`config.mk`:
```
export PLATFORM = sky130hd
export DESIGN_NAME = hall_emulator_module
export DESIGN_NICKNAME = d
export VERILOG_FILES = /design/src/rtl/hall_emulator_module.sv
export SDC_FILE = /design/constraint.sdc
export NUM_CORES = 1
export LEC_CHECK = 0
export CORE_MARGIN = 8
export CORE_UTILIZATION = 50
export DETAILED_ROUTE_END_ITERATION = 12
export PLACE_DENSITY = 0.72
export SKIP_CTS_REPAIR_TIMING = 1
export SYNTH_ARGS = -nofsm -noshare
export SYNTH_HDL_FRONTEND = slang
export SYNTH_SLANG_ARGS = --single-unit
export TNS_END_PERCENT = 1
```
`constraint.sdc`:
```
create_clock -name sys_clk -period 4.85 [get_ports sys_clk]
set_input_delay 0.485 -clock sys_clk [delete_from_list [all_inputs] [get_ports sys_clk]]
set_output_delay 0.485 -clock sys_clk [all_outputs]
set_load 0.03 [all_outputs]
```
`src/rtl/hall_emulator_module.sv`:
```
// Three-phase 120-degree Hall pattern generator driven by a sector period and direction.
// Optional fault injection on the Hall outputs: define HALL_FAULT_INJECT_EN.
module hall_emulator_module #(
    parameter int unsigned PERIOD_W    = 24,
    parameter int unsigned INIT_SECTOR = 0
) (
    input  logic                sys_clk,
    input  logic                reset_n,
    input  logic                enable_in,
    input  logic                dir_in,
    input  logic [PERIOD_W-1:0] period_in,
`ifdef HALL_FAULT_INJECT_EN
    input  logic [1:0]          fault_in,
`endif
    output logic                hall_u_out,
    output logic                hall_v_out,
    output logic                hall_w_out,
    output logic [2:0]          sector_out,
    output logic                sector_tick_out
);

    typedef enum logic {
        ST_IDLE,
        ST_RUN
    } state_t;

    localparam logic [2:0]          INIT_SEC = 3'(INIT_SECTOR);
    localparam logic [PERIOD_W-1:0] MIN_PER  = PERIOD_W'(2);

    function automatic logic [2:0] sector_code(input logic [2:0] s);
        case (s)
            3'd0:    sector_code = 3'b101;
            3'd1:    sector_code = 3'b100;
            3'd2:    sector_code = 3'b110;
            3'd3:    sector_code = 3'b010;
            3'd4:    sector_code = 3'b011;
            3'd5:    sector_code = 3'b001;
            default: sector_code = 3'b101;
        endcase
    endfunction

    function automatic logic [PERIOD_W-1:0] clamp_period(input logic [PERIOD_W-1:0] p);
        clamp_period = (p < MIN_PER) ? MIN_PER : p;
    endfunction

    state_t              state_q, state_d;
    logic [PERIOD_W-1:0] cnt_q, cnt_d;
    logic [PERIOD_W-1:0] per_q, per_d;
    logic [2:0]          sector_q, sector_d;
    logic [2:0]          hall_q, hall_d;
    logic                tick_q, tick_d;
    logic [2:0]          sector_fwd, sector_rev;

    always_comb begin
        sector_fwd = (sector_q == 3'd5) ? 3'd0 : sector_q + 3'd1;
        sector_rev = (sector_q == 3'd0) ? 3'd5 : sector_q - 3'd1;

        state_d  = state_q;
        cnt_d    = cnt_q;
        per_d    = per_q;
        sector_d = sector_q;
        tick_d   = 1'b0;

        case (state_q)
            ST_IDLE: begin
                cnt_d = '0;
                if (enable_in) begin
                    state_d = ST_RUN;
                    per_d   = clamp_period(period_in);
                end
            end
            ST_RUN: begin
                if (!enable_in) begin
                    state_d = ST_IDLE;
                    cnt_d   = '0;
                end else if (cnt_q == per_q - PERIOD_W'(1)) begin
                    // Direction is taken live at the boundary so a reversal applies to this step.
                    cnt_d    = '0;
                    tick_d   = 1'b1;
                    per_d    = clamp_period(period_in);
                    sector_d = dir_in ? sector_fwd : sector_rev;
                end else begin
                    cnt_d = cnt_q + PERIOD_W'(1);
                end
            end
            default: state_d = ST_IDLE;
        endcase

        hall_d = sector_code(sector_d);
`ifdef HALL_FAULT_INJECT_EN
        case (fault_in)
            2'b01:   hall_d = '0;
            2'b10:   hall_d = '1;
            2'b11:   hall_d = hall_q;
            default: hall_d = sector_code(sector_d);
        endcase
`endif
    end

    always_ff @(posedge sys_clk or negedge reset_n) begin
        if (!reset_n) begin
            state_q  <= ST_IDLE;
            cnt_q    <= '0;
            per_q    <= MIN_PER;
            sector_q <= INIT_SEC;
            hall_q   <= sector_code(INIT_SEC);
            tick_q   <= 1'b0;
        end else begin
            state_q  <= state_d;
            cnt_q    <= cnt_d;
            per_q    <= per_d;
            sector_q <= sector_d;
            hall_q   <= hall_d;
            tick_q   <= tick_d;
        end
    end

    assign hall_u_out      = hall_q[2];
    assign hall_v_out      = hall_q[1];
    assign hall_w_out      = hall_q[0];
    assign sector_out      = sector_q;
    assign sector_tick_out = tick_q;

endmodule

```
== Word level (Yosys, flattened, before mapping) ==
Cells that the tools add are included.

* Memories kept: 0
* RAM bits: 0
* ROM bits: 0
* Input port bits: 28
* Bits in latches: 0
* Flip-flop bits (word level): 56
* Word-level logic and storage cells: 43

* Reduce and logical (&&, ||, !) cells: 2
* Shift-type cells: 0
* Mux-type cells: 19
* Multipliers: 0
* Bitwise logic cells: 1
* $lt $le $gt $ge: 1
* Divide/modulo/power cells: 0
* Equal/unequal tests: 10
* $add $sub $neg: 4

{| class="wikitable"
|+ Operators by type and width
! operator !! number
|-
| two-way mux 24 bit || 6
|-
| case mux 24 bit (2 select lines) || 2
|-
| adder 24 x 1 -> 24 bit, second input constant || 1
|-
| equality test 24 bit || 1
|-
| less-than comparator 24 x 2 -> 1 bit, second input constant || 1
|-
| subtractor 24 x 1 -> 24 bit, second input constant || 1
|-
| two-way mux 3 bit || 6
|-
| case mux 3 bit (5 select lines) || 1
|-
| equality test 3 bit, second input constant || 3
|-
| equality test 3 x 2 -> 1 bit, second input constant || 2
|-
| two-way mux 1 bit || 4
|-
| != test 2 bit, second input constant || 2
|-
| adder 3 x 1 -> 3 bit, second input constant || 1
|-
| equality test 3 x 1 -> 1 bit, second input constant || 1
|-
| logical NOT 3 bit || 1
|-
| AND reduction 3 bit || 1
|-
| subtractor 3 x 1 -> 3 bit, second input constant || 1
|-
| != test 2 x 1 -> 1 bit, second input constant || 1
|-
| inverter 1 bit || 1
|}

== Longest topological paths before layout ==
* Depth after elaboration: 8
* Mapped depth: 13
* Depth with buffers taken out: 11

== Least setup slack after synthesis ==
OpenSTA, ideal clock, no wires.

* Path kind: register -> register
* From: reg per_q[0]
* To: reg per_q[10]
* Slack: 1.289 ns
* Clock period less this slack: 3.561 ns
* Cell stages (with the launch flop): 13
* Data arrival time: 3.436 ns
* Buffers on the path: 1
* Path through: dfrtp_1 > inv_1 > ha_1 > or3b_2 > nor4_2 > mux2i_1 > a211oi_1 > or4_4 > or3_1 > nor4_2 > o21ai_2 > buf_6 > mux2_4

* Cells in the longest elaborated chain, start to end: 4

{| class="wikitable"
|+ RTL lines
! what !! line !! RTL
|-
| start, declared || 48 || <nowiki>logic [PERIOD_W-1:0] per_q, per_d;</nowiki>
|-
| start signal, assigned || 111 || <nowiki>per_q <= per_d;</nowiki>
|-
| subtractor 24 x 1 -> 24 bit || 76 || <nowiki>end else if (cnt_q == per_q - PERIOD_W'(1)) begin</nowiki>
|-
| equality test 24 bit || 76 ||
|-
| != test 2 x 1 -> 1 bit (no source line) || -- ||
|-
| AND reduction 3 bit (no source line) || -- ||
|}

Every way passes these cells.
A chain may end at the register's enable or synchronous reset.

== Worst setup path in the final report ==
* From: reg per_q[0]
* To: reg per_q[13]

The elaborated chain is that of the path after synthesis.

==> flow_summary.yaml <==
place:
  dp_hpwl_mm: 6.10
  place_ws_ps: 773
  io_buffers: 34
  place.gp.congestion: 0.935
clocking:
  cts_sinks: 56
  root_buffer: "clkbuf_8"
  clockBufferDepth: 2
  cts_buffers: 5
  h-tree-depth: 2
  worstSkewPairLatency_ps: 310
  cts_tree: "yes"
  clk_pin_slew_worst_paths_ps: 100
timing:
  fin_skew_ps: 13.0
  max_slew_margin_pct: 46.6
  worst_hold_slack_ps: 284
  worstMarginPinSlew_ps: 794
  period_share_pct: 84.3
  min_period_ps: 4090
  rsz0062_at_grt: "no"
  finalSetupViolations: 0
  fmax_ghz: 0.245
  layout_setup_ws_ps: 760
  final_hold_viol_count: 0
  fin_tns_setup_ps: 0
  slew_viol_final: 0
status:
  outcome: "complete, no violations"
setup_path:
  crit_path_top_delay_cell: "or4_4"
  cp.arrival_ps: 4280
  crit_chain: "inv_1 > ha_1 > or3b_2 > nor4_2 > mux2i_1 > a211oi_1 > or4_4 > or3_1 > nor4_2 > o21ai_2 > buf_4 > mux2_4"
  critPathMaxStageDelay_ps: 580
  critPathKind: "reg -> reg"
  cp_num_buf_inv: 2
  crit_fanout: 13
  cp-start-kind: "register"
  cp_data_required_time_ps: 5040
  path_common_cell: "nor4_2"
  critPathCaptureType: "register"
  path_delay_family: "simple AND/OR/NAND/NOR gates"
logic_synthesis:
  synth-seq-cells: 56
  syn_nets: 397
  synth_seq_area_share_pct: 39.6
  synth-main-ff-cell: "dfrtp_1"
  avgSynthCellArea_um2: 9.69
  syn-instance-count: 366
  ys_async_sr_fraction_pct: 100
  yosys_warnings: 0
  synth_edf_count: 0
  syn_area_um2: 3550
  synth.distinct_cells: 58
routing:
  first_pass_iters: 6
  drt-vias-per-instance: 5.83
  route.detailed.drc: 0
  vias: 2881
  wl_per_cell_um: 16.4
  drt_wl_total_mm: 8.08
  ant_nets: 0
  drt_iter0_drc: 168
power_and_ir_drop:
  power.density_nw_per_um2: 267
  p_leak_uw: 0.00162
  total_power_uw: 1090
  peakVddDrop_uv: 123
global_routing:
  track_usage_pct: 16.8
  grt_pass1_wl_mm: 13.6
  grt_max_degree: 57
  grt_overflow: 0
  antenna_found_initial: 0
  grt_pass1_vias: 2770
layout:
  fin_util_pct: 59.6
  final_common_cell: "dfrtp_1"
  areaGrowthSynthToFinish_pct: 14.7
  fin_nets: 428
  layout-drive-gt1-share_pct: 12.8
  antenna_cells: 0
  most-common-layout-cells: "53 x dfrtp_1, 50 x nor2_1, 33 x clkdlybuf4s50_1"
  fillCellCount: 621
flow_run:
  cap_viol_max_count: 0
floorplanning:
  io_pins: 35
  dieArea_um2: 10000
  die-width_um: 100
  rows: 30
  die_h_um: 100
  start_util_pct: 51.9
  core_um2: 6830
worst_hold_path:
  hp-class: "in -> async"
-- final cells by class --
type                       instances  area, um^2  share of cell area (%)
clock buffer                       6        82.6                    2.03
clock inverter                     2        38.8                   0.953
inverter                          13        48.8                    1.20
multi-input combinational        283        2010                    49.4
sequential                        56        1410                    34.5
tap                               96         120                    2.95
timing repair buffer              38         365                    8.98
-- logic make-up after synthesis --
family	synth area share, %
xor gates and xnor gates	11.4
AOI/OAI and AO/OA	8.75
muxes	10.6
DFF	39.6
and+or+nand+nor	24.9
buffers and inverters	3.74
adders and majority gates	1.06
-- sequential cells by signal, indices dropped and copies added (netlist names) --
name             flops
cnt_q               24
hall_q               3
per_q               24
sector_out           3
sector_tick_out      1
state_q              1
-- synth_stat cells (all sizes together), types with 9 or more instances --
| cell type | n | share of area (%) |
|---|---|---|
| nor2 | 50 | 5.3 |
| inv | 13 | 1.4 |
| or4 | 11 | 2.6 |
| dfrtp | 53 | 37 |
| nand3 | 10 | 1.4 |
| mux2 | 23 | 9.2 |
| xor2 | 18 | 4.4 |
| nand2 | 25 | 2.6 |
| o21ai | 11 | 1.7 |
| nand4 | 9 | 1.6 |
| nor4 | 17 | 3.8 |
| nor3 | 11 | 1.6 |
| xnor2 | 28 | 6.9 |
-- per-layer routing --
metal / GRT usage (%) / part of all wire [%] / routed length, um / vias to the layer above
li1: - / - / - / 1386
met1: 22.8 / 48 / 3850 / 1393
met2: 25.7 / 46 / 3680 / 90
met3: 3.67 / 5.2 / 423 / 12
met4: 5.70 / 1.6 / 126 / 0
met5: 0 / 0 / 0 / -
-- through the flow --
step / area [um^2] / instances
after floorplan: 3550 / 366
after CTS: 4070 / 494
after global routing: 4070 / 494
final: 4070 / 494
after global placement: 3950 / 486
after detailed placement: 3950 / 486
-- path summary, 6_finish.rpt --
path / slack [ps] / start / depth (start not counted) / to
worst max-delay path: 760 / per_q[0] / 12 / per_q[13]
worst min-delay path: 280 / reset_n / 2 / cnt_q[6]
worst max register to register: 760 / per_q[0] / 12 / per_q[13]
worst min register to register: 530 / per_q[1] / 2 / per_q[1]
max in group asynchronous: 4090 / reset_n / 2 / per_q[13]
min in group sys_clk: 530 / per_q[1] / 2 / per_q[1]
-- power by group --
group / total, uW / internal [uW] / leakage [uW] / switching, uW
clock network: 323 / 169 / 0.0000614 / 154
logic: 211 / 113 / 0.000856 / 97.6
registers: 553 / 498 / 0.000707 / 54.9
total: 1090 / 781 / 0.00162 / 306
No activity file was read; power rests on OpenSTA's default activity.
